<file path="config.mk">
export PLATFORM = sky130hd
export DESIGN_NAME = eaglesong_squeeze_seq
export DESIGN_NICKNAME = d
export VERILOG_FILES = /design/src/rtl/eaglesong_pkg.sv /design/src/rtl/eaglesong_squeeze_byte_sel.sv /design/src/rtl/eaglesong_squeeze_seq.sv
export SDC_FILE = /design/constraint.sdc
export NUM_CORES = 1
export LEC_CHECK = 0
export ABC_CLOCK_PERIOD_IN_PS = 9000
export CAP_MARGIN = 0
export CORE_AREA = 2 2 168 170
export DETAILED_ROUTE_END_ITERATION = 10
export DIE_AREA = 0 0 170 172
export GPL_ROUTABILITY_DRIVEN = 0
export PLACE_DENSITY = 0.76
export SLEW_MARGIN = 10
export SYNTH_ARGS = -nofsm -noshare
export SYNTH_HDL_FRONTEND = slang
export SYNTH_HIERARCHICAL = 1
export SYNTH_SLANG_ARGS = --single-unit
</file>
<file path="constraint.sdc">
create_clock -name clk -period 9 [get_ports clk]
set_input_delay 1.35 -clock clk [delete_from_list [all_inputs] [get_ports clk]]
set_output_delay 1.35 -clock clk [all_outputs]
set_load 0.01 [all_outputs]
</file>
<file path="src/rtl/eaglesong_pkg.sv">
// Shared types and constants for the Eaglesong squeeze path.
// Holds the rate geometry, the padding delimiter, the squeeze FSM encoding,
// the byte-index and length types, and the output-length clamp helpers.
package eaglesong_pkg;

  localparam int RATE_WORDS = 8;
  localparam int MAX_BYTES  = 32;
  localparam logic [7:0] DELIMITER = 8'h06;

  typedef enum logic {
    SQ_IDLE,
    SQ_STREAM
  } sq_state_t;

  typedef logic [4:0] byte_idx_t;
  typedef logic [6:0] out_len_t;

  localparam out_len_t MAX_LEN = out_len_t'(MAX_BYTES);

  // A zero length or anything beyond the rate is treated as a full-rate squeeze.
  function automatic logic len_is_illegal(input out_len_t l);
    return (l == '0) || (l > MAX_LEN);
  endfunction

  function automatic out_len_t clamp_len(input out_len_t l);
    return len_is_illegal(l) ? MAX_LEN : l;
  endfunction

endpackage

</file>
<file path="src/rtl/eaglesong_squeeze_byte_sel.sv">
// Byte selector for the squeeze stream.
// Picks output byte idx from the captured rate words, little-endian within
// each word: byte 4*j+k is word j bits [8*k +: 8].
module eaglesong_squeeze_byte_sel
  import eaglesong_pkg::*;
(
  input  logic [31:0] words [RATE_WORDS],
  input  byte_idx_t   idx,
  output logic [7:0]  byte_out
);

  // Upper index bits choose the word, low two bits choose the byte lane.
  always_comb begin
    byte_out = words[idx[4:2]][{idx[1:0], 3'b000} +: 8];
  end

endmodule

</file>
<file path="src/rtl/eaglesong_squeeze_seq.sv">
// Eaglesong squeeze serialiser.
// Captures the 8 rate words of the final permuted state together with a
// requested output length, then streams that many bytes to the digest
// consumer. Lengths of 0 or above 32 are clamped to 32 with a len_error pulse.
// Optional feature macro: EAGLESONG_SQUEEZE_DIGEST_EN adds a 256-bit digest
// register filled from the accepted bytes, plus digest_valid.
//
// Handshakes (both sides): a transfer happens on a rising edge where valid and
// ready are both high. The producer keeps valid and its payload stable until
// that edge; ready may change freely and has no effect while valid is low.
// The squeeze FSM has a single state bit, and busy is exactly that bit.
module eaglesong_squeeze_seq
  import eaglesong_pkg::*;
(
  input  logic              clk,
  input  logic              rst,
  input  logic [31:0]       state_input [RATE_WORDS],
  input  logic [6:0]        output_length_bytes,
  input  logic              state_valid,
  output logic              state_ready,
  output logic [7:0]        byte_data,
  output logic              byte_valid,
  input  logic              byte_ready,
  output logic [4:0]        byte_index,
  output logic              byte_last,
  output logic              len_error,
  output logic              busy
`ifdef EAGLESONG_SQUEEZE_DIGEST_EN
  ,
  output logic [255:0]      digest,
  output logic              digest_valid
`endif
);

  sq_state_t   fsm, fsm_next;
  byte_idx_t   idx, idx_next;
  out_len_t    len, len_next;
  logic [31:0] words [RATE_WORDS];
  logic        ready_next, valid_next, len_err_next;
  logic        capture, handshake;

  // Combinational byte picked from the captured copy; zero after reset since
  // both the words and the index reset to zero.
  eaglesong_squeeze_byte_sel u_byte_sel (
    .words    (words),
    .idx      (idx),
    .byte_out (byte_data)
  );

  assign byte_index = idx;
  assign busy       = (fsm != SQ_IDLE);

  // Last byte is the one at len-1; only meaningful while streaming.
  always_comb begin
    byte_last = (fsm == SQ_STREAM) && ({2'b00, idx} == (len - 7'd1));
  end

  // Next-state logic: capture in IDLE, advance or finish on each byte handshake.
  always_comb begin
    fsm_next     = fsm;
    idx_next     = idx;
    len_next     = len;
    ready_next   = state_ready;
    valid_next   = byte_valid;
    len_err_next = 1'b0;
    capture      = 1'b0;
    handshake    = 1'b0;
    case (fsm)
      SQ_IDLE: begin
        ready_next = 1'b1;
        if (state_valid && state_ready) begin
          capture      = 1'b1;
          fsm_next     = SQ_STREAM;
          idx_next     = '0;
          len_next     = clamp_len(output_length_bytes);
          len_err_next = len_is_illegal(output_length_bytes);
          ready_next   = 1'b0;
          valid_next   = 1'b1;
        end
      end
      SQ_STREAM: begin
        if (byte_valid && byte_ready) begin
          handshake = 1'b1;
          if (byte_last) begin
            valid_next = 1'b0;
            ready_next = 1'b1;
            fsm_next   = SQ_IDLE;
          end else begin
            idx_next = idx + 5'd1;
          end
        end
      end
      default: begin
        fsm_next   = SQ_IDLE;
        valid_next = 1'b0;
        ready_next = 1'b0;
      end
    endcase
  end

  // Control and counter registers.
  always_ff @(posedge clk or posedge rst) begin
    if (rst) begin
      fsm         <= SQ_IDLE;
      idx         <= '0;
      len         <= '0;
      state_ready <= 1'b0;
      byte_valid  <= 1'b0;
      len_error   <= 1'b0;
    end else begin
      fsm         <= fsm_next;
      idx         <= idx_next;
      len         <= len_next;
      state_ready <= ready_next;
      byte_valid  <= valid_next;
      len_error   <= len_err_next;
    end
  end

  // Private copy of the rate words so the producer may change them after capture.
  always_ff @(posedge clk or posedge rst) begin
    if (rst) begin
      for (int i = 0; i < RATE_WORDS; i++) words[i] <= '0;
    end else if (capture) begin
      for (int i = 0; i < RATE_WORDS; i++) words[i] <= state_input[i];
    end
  end

`ifdef EAGLESONG_SQUEEZE_DIGEST_EN
  // Digest assembly: clear on capture, drop each accepted byte into its lane.
  always_ff @(posedge clk or posedge rst) begin
    if (rst) begin
      digest       <= '0;
      digest_valid <= 1'b0;
    end else if (capture) begin
      digest       <= '0;
      digest_valid <= 1'b0;
    end else if (handshake) begin
      digest[{idx, 3'b000} +: 8] <= byte_data;
      if (byte_last) digest_valid <= 1'b1;
    end
  end
`endif

endmodule

</file>
==> results of run 1 <==
## through the flow
step | hold slack [ns] | utilization [%]
5_1_grt | 0.4970 | 60.05
4_1_cts | 0.4767 | 60.05
6_report | 0.4753 | 60.06
2_1_floorplan | 0.4403 | -
3_3_place_gp | 0.4541 | 56.29
3_5_place_dp | 0.4623 | 56.29
## synth_stat cells, types with 2 or more instances
cell type / instances / area [um^2]
buf_2: 9 / 45.04
nor2b_1: 2 / 12.51
buf_1: 9 / 33.78
a211oi_1: 2 / 15.01
clkbuf_1: 53 / 198.9
a21oi_1: 7 / 35.03
mux4_2: 80 / 1802
ha_1: 2 / 25.02
xnor2_1: 3 / 26.28
o21ai_0: 2 / 10.01
mux2_2: 8 / 90.09
buf_4: 6 / 45.04
nor2_1: 5 / 18.77
nand3_1: 4 / 20.02
inv_1: 5 / 18.77
dfrtp_1: 272 / 6807
mux2i_1: 6 / 60.06
nand2_1: 786 / 2950
o21ai_1: 2 / 10.01
and2_1: 2 / 12.51
nor3_1: 3 / 15.01
xor2_1: 3 / 26.28
## sequential cells by signal, indices dropped and copies added (netlist names)
register	count
busy	1
byte_valid	1
words	256
len_error	1
byte_index	5
state_ready	1
len	7
## tightest hold or removal path: stages (launching register included)
cell     delay [ns]
dfrtp_1        0.33
nand2_1        0.05
nand2_1        0.06
## worst max path at each step
stage	start	end	cells after the start
floorplan	rst	busy$_DFF_PP0_	1
global placement	byte_index[3]$_DFFE_PP0P_	byte_data[1]	5
detailed placement	byte_index[3]$_DFFE_PP0P_	byte_data[5]	5
CTS	byte_index[3]$_DFFE_PP0P_	byte_data[6]	5
global route	byte_index[3]$_DFFE_PP0P_	byte_data[6]	5
finish	byte_index[3]$_DFFE_PP0P_	byte_data[6]	5
## report_power, final
| part | internal, uW | switching [uW] |
|---|---|---|
| clock network | 797 | 492 |
| registers | 1220 | 0 |
| logic | 102 | 44.3 |
| total | 2120 | 537 |
## routing by layer
metal	up-vias	global-route usage, %	part of all wire (%)
met1	5141	37.74	38
li1	4618	-	-
met4	0	13.38	5.2
met5	-	0.6957	0
met3	121	8.423	13
met2	637	43.00	44
## cells by family (layout without fill, tap and decap cells)
kind of cell	Yosys count	after routing
multiplexers	94	94
buffers and inverters	83	347
other	0	1
XOR/XNOR	6	6
AO/OA/AOI/OAI	20	20
flip-flops	272	272
adder cells (fa/ha/maj)	2	2
AND/OR/NAND/NOR	809	809
## layout make-up
| type | count | area, um^2 |
|---|---|---|
| fillers | 2213 | 10970 |
| flip-flops and latches | 272 | 6814 |
| multi-input cells | 931 | 5286 |
| repair buffers | 291 | 2908 |
| clock buffers | 40 | 805.8 |
| well taps | 346 | 432.9 |
| clock inverters | 11 | 226.5 |
| inverters | 5 | 26.28 |
| diodes | 1 | 2.502 |
==> key figures, run 1 <==
Global route
  • Global router's overall resource usage: between 20% and 30%
  • Overflow after GRT: 0
  • Number of antenna violations at the first check in global routing: 0
  • Vias in the first global route: about 10000
  • Global-route wire length before repair: 61.40 mm
  • Maximum number of pins on one net before global-route repair: roughly 270

Clock network
  • Number of gates given a new drive strength after cts: 0
  • Post-CTS Hold Fix Bufs: 0
  • Deepest level of the CTS H-tree: 1
  • Number of CTS-inserted buffers: 28
  • Post-CTS Setup Bufs: 0
  • CTS Root Buffer Type: clkbuf_16
  • Clock network latency to the later pin of the worst-skew pair: between 0.5 and 0.6 ns
  • Clock tree from TritonCTS: done
  • Clock edge transition at the registers on the reported setup and hold paths: ~0.060 ns
  • Clock sinks: between 200 and 300
  • Maximum buffer depth of the clock tree: 3

Logic synthesis
  • Number of flip-flops and latches in the synthesized netlist: between 200 and 300
  • Post-Synthesis Cell Area: approximately 12000 um^2
  • Fraction of registers with async set or reset after synthesis: 100.0%
  • Mux cell area share after synthesis: 15.71%
  • Post-synthesis net count: 1555
  • Synth cell types: 37
  • Area share of and/or/nand/nor cells after synthesis: between 20% and 30%
  • Share of the synthesized area in compound gates (AO/OA/AOI/OAI): under 10%
  • Share of synthesized cell area in full adder, half adder and majority cells: less than 1%
  • Number of warnings reported in the yosys synthesis log: 6
  • Count of flip-flops with a built-in enable after synthesis: 0
  • Combinational family with the most area after synthesis: simple AND/OR/NAND/NOR gates
  • Mean post-synth cell area: 9.664 um^2
  • Gate count of the mapped netlist: about 1300
  • Register area share after synthesis: between 50 and 60%
  • Top flip-flop cell by instance count after synthesis: dfrtp_1
  • Parity-gate share of the synthesized area counting xor and xnor cells: less than 1%

Critical path
  • Peak fanout along the critical path: 45
  • Worst-path cell chain: buf_4, mux4_2, mux4_2, mux2_2, clkdlybuf4s50_1
  • Required time worst endpoint: roughly 7.7 ns
  • Depth of the worst register-to-register path: 5
  • Critical Path Source Type: register
  • Crit path max-delay family: multiplexers
  • WP buf/inv: 2
  • FF-to-FF setup slack: 6.39 ns
  • Endpoint of the most critical register-to-register path: words[17]$_DFFE_PP0P_
  • Kind of end point of the critical path: output pin
  • Cell seen most often among critical-path stages: mux4_2
  • Critical path data arrival time: 3.99 ns
  • Cell at the slowest stage of the critical path: buf_4
  • Classification of the worst setup path: reg2out
  • Reg-to-Reg Start: busy$_DFF_PP0_
  • Peak per-stage delay on the critical path: between 0.7 and 0.8 ns

Detailed routing
  • First-iteration detailed-routing DRC count: between 1000 and 1500
  • Wire per inst: around 22 um
  • DRC violation count after routing: 0
  • Average via count per standard cell: roughly 5.5
  • Routed vias: 10517
  • Total wire length after detailed routing: around 40 mm
  • Number of search-and-repair iterations in the first detailed-routing pass: 8
  • Final ANT Viol Nets: 0

Worst hold path
  • Hold WC Path Type: reg2reg
  • Hold Startpoint: words[114]$_DFFE_PP0P_
  • WHS Endpoint: words[114]$_DFFE_PP0P_
  • Cell depth of the worst min-delay path: 2

Timing
  • RSZ-0062 raised after global routing: false
  • Post-route setup TNS: 0 ns
  • Clock period minus worst slack: approximately 5.3 ns
  • Highest attainable clock frequency: ~190 MHz
  • Tightest Pin Transition: approximately 1.2 ns
  • Number of setup violations in the final report: 0
  • Slew margin rel.: between 10% and 20%
  • Final setup slack of the worst path: around 3.7 ns
  • Clock tree skew after final layout: 0.01809 ns
  • Share of the clock period used by the worst path after layout: between 50% and 60%
  • Max-slew violation total from the final report: 0
  • Final count of hold timing violations: 0

Outcome
  • Status: finished, final reports clean

Placement
  • DP Wirelength: 30.28 mm
  • Placement-stage worst setup slack: 4.225 ns
  • Placed Instances: 1845
  • IO Port Bufs: ~280
  • Total cell area at the placement stage: between 15000 and 20000 um^2

Power and ir drop
  • Static leakage power: 0.008234 uW
  • Largest voltage drop on the vdd net: 0.0001257 V
  • Overall power of the completed layout: 2658 uW
  • Power density cells: about 160 nW/um^2

Die
  • Number of placed I/O pins: between 200 and 300
  • Num rows: 61
  • Full die area: 29240 um^2
  • Core region area: between 20000 and 30000 um^2
  • Die Height: approximately 170 um
  • Effective utilization at floorplan: between 40% and 50%
  • Overall die width: ~170 um

Cells and area
  • Net count of the finished layout: around 1800
  • Non-filler cells, final: ~1900
  • Layout overhead on the synthesized area: 32.78%
  • Fraction of layout cells with a size suffix above 1: 9.613%
  • Final instance area: 16500 um^2
  • Most used cells in the layout excluding fill and tap cells: nand2_1, clkdlybuf4s50_1, dfrtp_1, mux4_2, clkbuf_16
  • Leading cell type in the layout, fill and taps excluded: nand2_1

Flow run
  • Number of maximum-capacitance violations: 0
Note: power is estimated with default switching activity, not from simulation.
==> inputs of run 2 (changes only) <==
--- a/config.mk
+++ b/config.mk
@@ -5,7 +5,7 @@
 export SDC_FILE = /design/constraint.sdc
 export NUM_CORES = 1
 export LEC_CHECK = 0
-export ABC_CLOCK_PERIOD_IN_PS = 9000
+export ABC_CLOCK_PERIOD_IN_PS = 4900
 export CAP_MARGIN = 0
 export CORE_AREA = 2 2 168 170
 export DETAILED_ROUTE_END_ITERATION = 10
==> constraint.sdc (replaced) <==
create_clock -name clk -period 4.9 [get_ports clk]
set_input_delay 0.735 -clock clk [delete_from_list [all_inputs] [get_ports clk]]
set_output_delay 0.735 -clock clk [all_outputs]
set_load 0.01 [all_outputs]
==> run 2 against run 1 <==
Via count grew 0.94%. Utilization is essentially flat. Die area is the same. Critical path depth is the same. Cell area is essentially flat.
==> key figures, run 2 (synthesis results as in run 1) <==
Cells and area
  • Most used cells in the layout excluding fill and tap cells: nand2_1, clkdlybuf4s50_1, dfrtp_1, mux4_2, clkbuf_16 (unchanged)
  • Flip-flop count of the largest register after layout: 256 (unchanged)
  • Ant diodes: 0 (was 1)
  • Filler cell count: 2244 (was 2213)
  • Net count of the finished layout: 1801 (was 1798)
  • Leading cell type in the layout, fill and taps excluded: nand2_1 (unchanged)
  • Biggest register: words (unchanged)
  • Fraction of layout cells with a size suffix above 1: 9.671% (was 9.613%)
  • Layout overhead on the synthesized area: 32.73% (was 32.78%)

Critical path
  • Classification of the worst setup path: reg2out (unchanged)
  • FF-to-FF setup slack: 2.51 ns (was 6.39 ns)
  • Crit path max-delay family: multiplexers (unchanged)
  • Critical Path Source Type: register (unchanged)
  • Peak fanout along the critical path: 26 (was 45)
  • Endpoint of the most critical register-to-register path: byte_index[4]$_DFFE_PP0P_ (was words[17]$_DFFE_PP0P_)
  • Peak per-stage delay on the critical path: 0.74 ns (about the same)
  • WP buf/inv: 2 (unchanged)
  • Kind of end point of the critical path: output pin (unchanged)
  • Worst-path cell chain: buf_4, mux4_2, mux4_2, mux2_2, clkdlybuf4s50_1 (unchanged)
  • Cell at the slowest stage of the critical path: dfrtp_4 (was buf_4)
  • Required time worst endpoint: 4.16 ns (was 7.65 ns)
  • Depth of the worst register-to-register path: 5 (unchanged)
  • Reg-to-Reg Start: byte_index[4]$_DFFE_PP0P_ (was busy$_DFF_PP0_)
  • Critical path data arrival time: 3.56 ns (was 3.99 ns)
  • Cell seen most often among critical-path stages: mux4_2 (unchanged)

Worst hold path
  • Hold Startpoint: words[7]$_DFFE_PP0P_ (was words[114]$_DFFE_PP0P_)
  • Hold WC Path Type: reg2reg (unchanged)
  • WHS Endpoint: words[7]$_DFFE_PP0P_ (was words[114]$_DFFE_PP0P_)
  • Cell depth of the worst min-delay path: 2 (unchanged)

Detailed routing
  • Total wire length after detailed routing: 41.23 mm (was 41.20 mm)
  • First-iteration detailed-routing DRC count: 1480 (was 1184)
  • Final ANT Viol Nets: 0 (unchanged)
  • Number of search-and-repair iterations in the first detailed-routing pass: 7 (was 8)
  • DRC violation count after routing: 0 (unchanged)
  • Wire per inst: 21.73 um (was 21.72 um)
  • Routed vias: 10616 (was 10517)
  • Average via count per standard cell: 5.596 (was 5.544)

Timing
  • RSZ-0062 raised after global routing: false (unchanged)
  • Final count of hold timing violations: 0 (unchanged)
  • Final setup slack of the worst path: 0.6037 ns (was 3.662 ns)
  • Slew margin rel.: 34.36% (was 19.23%)
  • Highest attainable clock frequency: around 230 MHz
  • Number of setup violations in the final report: 0 (unchanged)
  • Clock period minus worst slack: ~4.3 ns
  • Worst hold slack: 0.4748 ns (was 0.4753 ns)
  • Clock tree skew after final layout: 0.009883 ns (was 0.01809 ns)
  • Post-route setup TNS: 0 ns (unchanged)
  • Share of the clock period used by the worst path after layout: ~88%
  • Max-slew violation total from the final report: 0 (unchanged)
  • Tightest Pin Transition: 0.9846 ns (was 1.212 ns)

Power and ir drop
  • Static leakage power: 0.008220 uW (was 0.008234 uW)
  • Largest voltage drop on the vdd net: 0.0002632 V (was 0.0001257 V)
  • Power density cells: 284.9 nW/um^2 (was 161.1 nW/um^2)

Clock network
  • Number of gates given a new drive strength after cts: 0 (unchanged)
  • Post-CTS Setup Bufs: 0 (unchanged)
  • Clock tree from TritonCTS: done (unchanged)
  • Number of CTS-inserted buffers: 28 (unchanged)
  • Clock sinks: 272 (unchanged)
  • Clock edge transition at the registers on the reported setup and hold paths: 0.06 ns (about the same)
  • Deepest level of the CTS H-tree: 1 (unchanged)
  • Maximum buffer depth of the clock tree: 3 (unchanged)
  • Clock network latency to the later pin of the worst-skew pair: 0.54 ns (was 0.55 ns)
  • Post-CTS Hold Fix Bufs: 0 (unchanged)
  • CTS Root Buffer Type: clkbuf_16 (unchanged)

Placement
  • DP Wirelength: 30.81 mm (was 30.28 mm)
  • IO Port Bufs: 284 (unchanged)
  • Placement-stage worst setup slack: 1.132 ns (was 4.225 ns)

Die
  • Core region area: 27480 um^2 (unchanged)
  • Die Height: 172 um (unchanged)
  • Overall die width: 170 um (unchanged)
  • Number of placed I/O pins: 285 (unchanged)
  • Full die area: 29240 um^2 (unchanged)
  • Num rows: 61 (unchanged)
  • Effective utilization at floorplan: 45.23% (unchanged)

Global route
  • Vias in the first global route: 10407 (was 10329)
  • Global router's overall resource usage: 28.36% (was 28.34%)
  • Maximum number of pins on one net before global-route repair: 130 (was 272)
  • Global-route wire length before repair: 61.29 mm (was 61.40 mm)
  • Number of antenna violations at the first check in global routing: 0 (unchanged)
  • Overflow after GRT: 0 (unchanged)

Outcome
  • Status: finished, final reports clean (unchanged)

Flow run
  • Number of maximum-capacitance violations: 0 (unchanged)
run 2: changes by cell type in the layout (fill, tap and decap cells not counted), sizes merged:
cell / delta
diode: -1
inv: -2
clkinvlp: +2
buf: +3
clkbuf: -1
bufinv: -3
clkinv: +2
run 2: worst max-delay path by stage:
stage / endpoint / depth (start not counted) / startpoint
detailed placement: byte_data[2] / 5 / byte_index[3]$_DFFE_PP0P_
floorplan: busy$_DFF_PP0_ / 1 / rst
global route: byte_data[2] / 5 / byte_index[3]$_DFFE_PP0P_
finish: byte_data[2] / 5 / byte_index[3]$_DFFE_PP0P_
global placement: byte_data[2] / 5 / byte_index[3]$_DFFE_PP0P_
CTS: byte_data[2] / 5 / byte_index[3]$_DFFE_PP0P_
run 2: per-layer routing:
| layer | track usage [%] | wire (um) | vias to the layer above | share of wire, % |
|---|---|---|---|---|
| met3 | 4.601 | 4183 | 123 | 10 |
| met5 | 0 | 0 | - | 0 |
| li1 | - | - | 4616 | - |
| met1 | 37.76 | 15560 | 5228 | 38 |
| met4 | 15.16 | 2526 | 0 | 6.1 |
| met2 | 45.25 | 18960 | 649 | 46 |
run 2: power by group:
part / internal (uW) / leakage [uW] / switching, uW
Combinational: 190 / 0.00397 / 78.2
Clock: 1300 / 0.000460 / 889
Sequential: 2250 / 0.00379 / 0
run 2: metrics by stage:
stage / util (%) / std cells / area, um^2 / power (uW)
2_1_floorplan: - / 1286 / 12430 / 2325
3_5_place_dp: 56.63 / 1848 / 15560 / 2557
5_1_grt: 60.04 / 1897 / 16500 / 4827
3_3_place_gp: 56.63 / 1848 / 15560 / 2555
4_1_cts: 60.04 / 1897 / 16500 / 4720
6_report: 60.04 / 1897 / 16500 / 4700
run 2: layout make-up:
| cell class | count | area (um^2) | share of cell area, % |
|---|---|---|---|
| clock buffer | 39 | 803.3 | 4.870 |
| inverter | 5 | 22.52 | 0.1365 |
| sequential | 272 | 6814 | 41.31 |
| multi-input combinational | 931 | 5286 | 32.05 |
| timing repair buffer | 294 | 3005 | 18.22 |
| tap | 346 | 432.9 | 2.624 |
| clock inverter | 10 | 131.4 | 0.7964 |
run 2: worst register-to-register path, cell delays in order (launching register included):
cell and delay (ns):
dfrtp_4 1.02, xnor2_1 0.27, o211ai_1 0.19, a311oi_4 0.43
a211oi_1 0.17, mux2i_1 0.15
==> inputs of run 3 (changes only) <==
--- a/config.mk
+++ b/config.mk
@@ -15,5 +15,4 @@
 export SLEW_MARGIN = 10
 export SYNTH_ARGS = -nofsm -noshare
 export SYNTH_HDL_FRONTEND = slang
-export SYNTH_HIERARCHICAL = 1
 export SYNTH_SLANG_ARGS = --single-unit
==> run 3 against run 2 <==
Combinational power about the same. Critical endpoint is now byte_data[7]. Worst hold slack worse by 0.0016 ns. Power shrank 0.80%. Cell count decreased by 0.16%. Non-clock buffer count grew 7. Setup slack worse by 0.035 ns. Sequential share of layout area is 0.066 points higher. Via count is 3.6% lower. Global-route usage is 1.0 points lower. Largest cell class unchanged. Critical path depth did not move. Area after synthesis unchanged.
==> key figures, run 3 <==
Outcome
  • Status: finished, final reports clean (unchanged)

Detailed routing
  • Number of search-and-repair iterations in the first detailed-routing pass: 5 (was 7)
  • Amount of wire on met3 after detailed routing: 3.340 mm (was 4.183 mm)
  • Met1 layer wirelength in the final routing: 14.27 mm (was 15.56 mm)
  • Wire per inst: 20.97 um (was 21.73 um)
  • Total wire length after detailed routing: 39.71 mm (was 41.23 mm)
  • Met2 WL: 19.27 mm (was 18.96 mm)
  • Routed vias: 10234 (was 10616)
  • First-iteration detailed-routing DRC count: 1005 (was 1480)
  • Highest metal layer used by the detailed router: met4 (unchanged)
  • Average via count per standard cell: 5.403 (was 5.596)
  • DRC violation count after routing: 0 (unchanged)
  • Final ANT Viol Nets: 0 (unchanged)

Cells and area
  • Net count of the finished layout: 1801 (unchanged)
  • Share of the core filled with cells in the final layout: 59.94% (was 60.04%)
  • Ant diodes: 0 (unchanged)
  • Layout overhead on the synthesized area: 32.52% (was 32.73%)
  • Most used cells in the layout excluding fill and tap cells: nand2_1, clkdlybuf4s50_1, dfrtp_1, mux4_2, clkbuf_16 (unchanged)
  • Flip-flop count of the largest register after layout: 256 (unchanged)
  • Filler cell count: 2256 (was 2244)
  • Fraction of layout cells with a size suffix above 1: 10.08% (was 9.671%)
  • Biggest register: words (unchanged)
  • Final instance area: 16470 um^2 (was 16500 um^2)
  • Leading cell type in the layout, fill and taps excluded: nand2_1 (unchanged)

Power and ir drop
  • Power density cells: 283.1 nW/um^2 (was 284.9 nW/um^2)
  • Largest voltage drop on the vdd net: 0.0002550 V (was 0.0002632 V)
  • Internal portion of total power: 3739 uW (was 3732 uW)
  • Switching power: 923.2 uW (was 967.4 uW)
  • Static leakage power: 0.008247 uW (was 0.008220 uW)
  • Fraction of power consumed by the clock network: 46.1% (was 46.5%)
  • Relative contribution of sequential cells to total power: 48.2% (was 47.8%)
  • Net switching share of the total power: 19.80% (was 20.58%)
  • Overall power of the completed layout: 4662 uW (was 4700 uW)
  • Combinational power share: 5.7% (about the same)

Logic synthesis
  • Top flip-flop cell by instance count after synthesis: dfrtp_1 (unchanged)
  • Number of warnings reported in the yosys synthesis log: 0 (was 6)
  • Register area share after synthesis: 54.77% (unchanged)
  • Gate count of the mapped netlist: 1282 (was 1286)
  • Count of flip-flops with a built-in enable after synthesis: 0 (unchanged)
  • Fraction of registers with async set or reset after synthesis: 100.0% (unchanged)
  • Post-Synthesis Cell Area: 12430 um^2 (unchanged)
  • Most frequently used cell type in the post-synthesis netlist: nand2_1 (unchanged)
  • Number of flip-flops and latches in the synthesized netlist: 272 (unchanged)
  • Post-synthesis net count: 1551 (was 1555)
  • Top post-synthesis cells by count: nand2_1, dfrtp_1, mux4_2 (unchanged)
  • Synth cell types: 33 (was 37)
  • Yosys top cell by area: dfrtp_1 (unchanged)
  • Dominant cells by area after synthesis: dfrtp_1, nand2_1, mux4_2 (unchanged)
  • Mean post-synth cell area: 9.694 um^2 (was 9.664 um^2)
  • Proportion of netlist area held by the largest area contributor: 54.77% (unchanged)

Critical path
  • Cell at the slowest stage of the critical path: dfrtp_4 (unchanged)
  • Peak per-stage delay on the critical path: 0.88 ns (was 0.74 ns)
  • Number of logic stages on the critical path including buffering: 5 (unchanged)
  • Crit path max-delay family: multiplexers (unchanged)
  • WP buf/inv: 2 (unchanged)
  • Required time worst endpoint: 4.16 ns (about the same)
  • Critical path data arrival time: 3.60 ns (was 3.56 ns)
  • Endpoint of the most critical register-to-register path: byte_index[3]$_DFFE_PP0P_ (was byte_index[4]$_DFFE_PP0P_)
  • Worst-path cell chain: buf_4, mux4_2, mux4_2, mux2_2, clkdlybuf4s50_1 (unchanged)
  • FF-to-FF setup slack: 2.15 ns (was 2.51 ns)
  • Critical Path Source Type: register (unchanged)
  • Reg-to-Reg Start: byte_index[2]$_DFFE_PP0P_ (was byte_index[4]$_DFFE_PP0P_)
  • Cell seen most often among critical-path stages: mux4_2 (unchanged)
  • Kind of end point of the critical path: output pin (unchanged)
  • Peak fanout along the critical path: 43 (was 26)
  • Classification of the worst setup path: reg2out (unchanged)
  • Depth of the worst register-to-register path: 6 (was 5)

Timing
  • Tightest Pin Transition: 1.071 ns (was 0.9846 ns)
  • Slew margin rel.: 28.57% (was 34.36%)
  • Share of the clock period used by the worst path after layout: 88.39% (was 87.68%)
  • Worst hold slack: 0.4732 ns (was 0.4748 ns)
  • Number of setup violations in the final report: 0 (unchanged)
  • Clock tree skew after final layout: 0.008436 ns (was 0.009883 ns)
  • Post-route setup TNS: 0 ns (unchanged)
  • Highest attainable clock frequency: 230.9 MHz (was 232.8 MHz)
  • RSZ-0062 raised after global routing: false (unchanged)
  • Clock period minus worst slack: 4.331 ns (was 4.296 ns)
  • Max-slew violation total from the final report: 0 (unchanged)
  • Final count of hold timing violations: 0 (unchanged)

Clock network
  • Post-CTS Setup Bufs: 0 (unchanged)
  • Clock sinks: 272 (unchanged)
  • Clock network latency to the later pin of the worst-skew pair: 0.53 ns (was 0.54 ns)
  • Clock tree from TritonCTS: done (unchanged)
  • Maximum buffer depth of the clock tree: 3 (unchanged)
  • Number of gates given a new drive strength after cts: 0 (unchanged)
  • Clock edge transition at the registers on the reported setup and hold paths: 0.06 ns (about the same)
  • CTS Root Buffer Type: clkbuf_16 (unchanged)
  • Post-CTS Hold Fix Bufs: 0 (unchanged)
  • Number of CTS-inserted buffers: 27 (was 28)
  • Deepest level of the CTS H-tree: 1 (unchanged)

Global route
  • Overflow after GRT: 0 (unchanged)
  • Global router's overall resource usage: 27.36% (was 28.36%)
  • Number of antenna violations at the first check in global routing: 1 (was 0)
  • Vias in the first global route: 10257 (was 10407)
  • Maximum number of pins on one net before global-route repair: 189 (was 130)
  • Global-route wire length before repair: 59.27 mm (was 61.29 mm)

Die
  • Number of placed I/O pins: 285 (unchanged)
  • Effective utilization at floorplan: 45.23% (unchanged)
  • Die Height: 172 um (unchanged)
  • Overall die width: 170 um (unchanged)
  • Num rows: 61 (unchanged)
  • Full die area: 29240 um^2 (unchanged)
  • Core region area: 27480 um^2 (unchanged)

Placement
  • DP Wirelength: 29.57 mm (was 30.81 mm)
  • Total cell area at the placement stage: 15560 um^2 (about the same)
  • IO Port Bufs: 284 (unchanged)

Worst hold path
  • Hold Startpoint: words[199]$_DFFE_PP0P_ (was words[7]$_DFFE_PP0P_)
  • Hold WC Path Type: reg2reg (unchanged)
  • WHS Endpoint: words[199]$_DFFE_PP0P_ (was words[7]$_DFFE_PP0P_)
  • Cell depth of the worst min-delay path: 2 (unchanged)

Flow run
  • Number of maximum-capacitance violations: 0 (unchanged)
run 3: worst min-delay path, cell delays in order, from the launching register on:
cell and delay (ns):
dfrtp_1 0.34, nand2_1 0.05, nand2_1 0.05
run 3: layout make-up:
cell class | instances | area (um^2) | share of cell area, %
clock buffer | 39 | 780.7 | 4.741
multi-input combinational | 926 | 5260 | 31.94
clock inverter | 6 | 130.1 | 0.7901
sequential | 272 | 6814 | 41.37
tap | 346 | 432.9 | 2.629
timing repair buffer | 301 | 3033 | 18.42
inverter | 4 | 18.77 | 0.1140
run 3: logic make-up (layout without fill, tap and decap cells):
kind of cell | count (synthesis) | count (layout) | synth area share (%)
mux | 92 | 92 | 15.56
buf+inv | 84 | 350 | 3.050
simple gates | 808 | 808 | 24.82
compound gates | 13 | 13 | 0.7048
xor+xnor | 11 | 11 | 0.8959
flops | 272 | 272 | 54.77
fa+ha+maj | 2 | 2 | 0.2013
run 3: per-stage QoR:
stage	setup slack (ns)	instances
2_1_floorplan	0.5696	1282
3_3_place_gp	1.178	1849
3_5_place_dp	1.104	1849
4_1_cts	0.5281	1894
5_1_grt	0.4159	1894
6_report	0.5689	1894
run 3: worst max-delay path by stage:
stage | end | startpoint | slack [ns]
2_1_floorplan | busy$_DFF_PP0_ | rst | 0.57
3_3_place_gp | byte_data[6] | byte_index[2]$_DFFE_PP0P_ | 1.18
3_5_place_dp | byte_data[6] | byte_index[2]$_DFFE_PP0P_ | 1.10
4_1_cts | byte_data[6] | byte_index[2]$_DFFE_PP0P_ | 0.53
5_1_grt | byte_data[7] | byte_index[2]$_DFFE_PP0P_ | 0.42
6_report | byte_data[7] | byte_index[2]$_DFFE_PP0P_ | 0.57
run 3: power by group through the flow:
stage / Clock, uW / Sequential (uW) / Combinational [uW]
after floorplan: 0 / 2290 / 36.2
after global placement: 0 / 2290 / 267
after detailed placement: 0 / 2290 / 267
after CTS: 2170 / 2250 / 270
after global routing: 2260 / 2240 / 287
final: 2150 / 2250 / 267
run 3: layer usage:
metal	global-route usage (%)	vias up
li1	-	4597
met4	16.76	0
met3	6.477	141
met1	32.90	4993
met5	0	-
met2	45.09	503
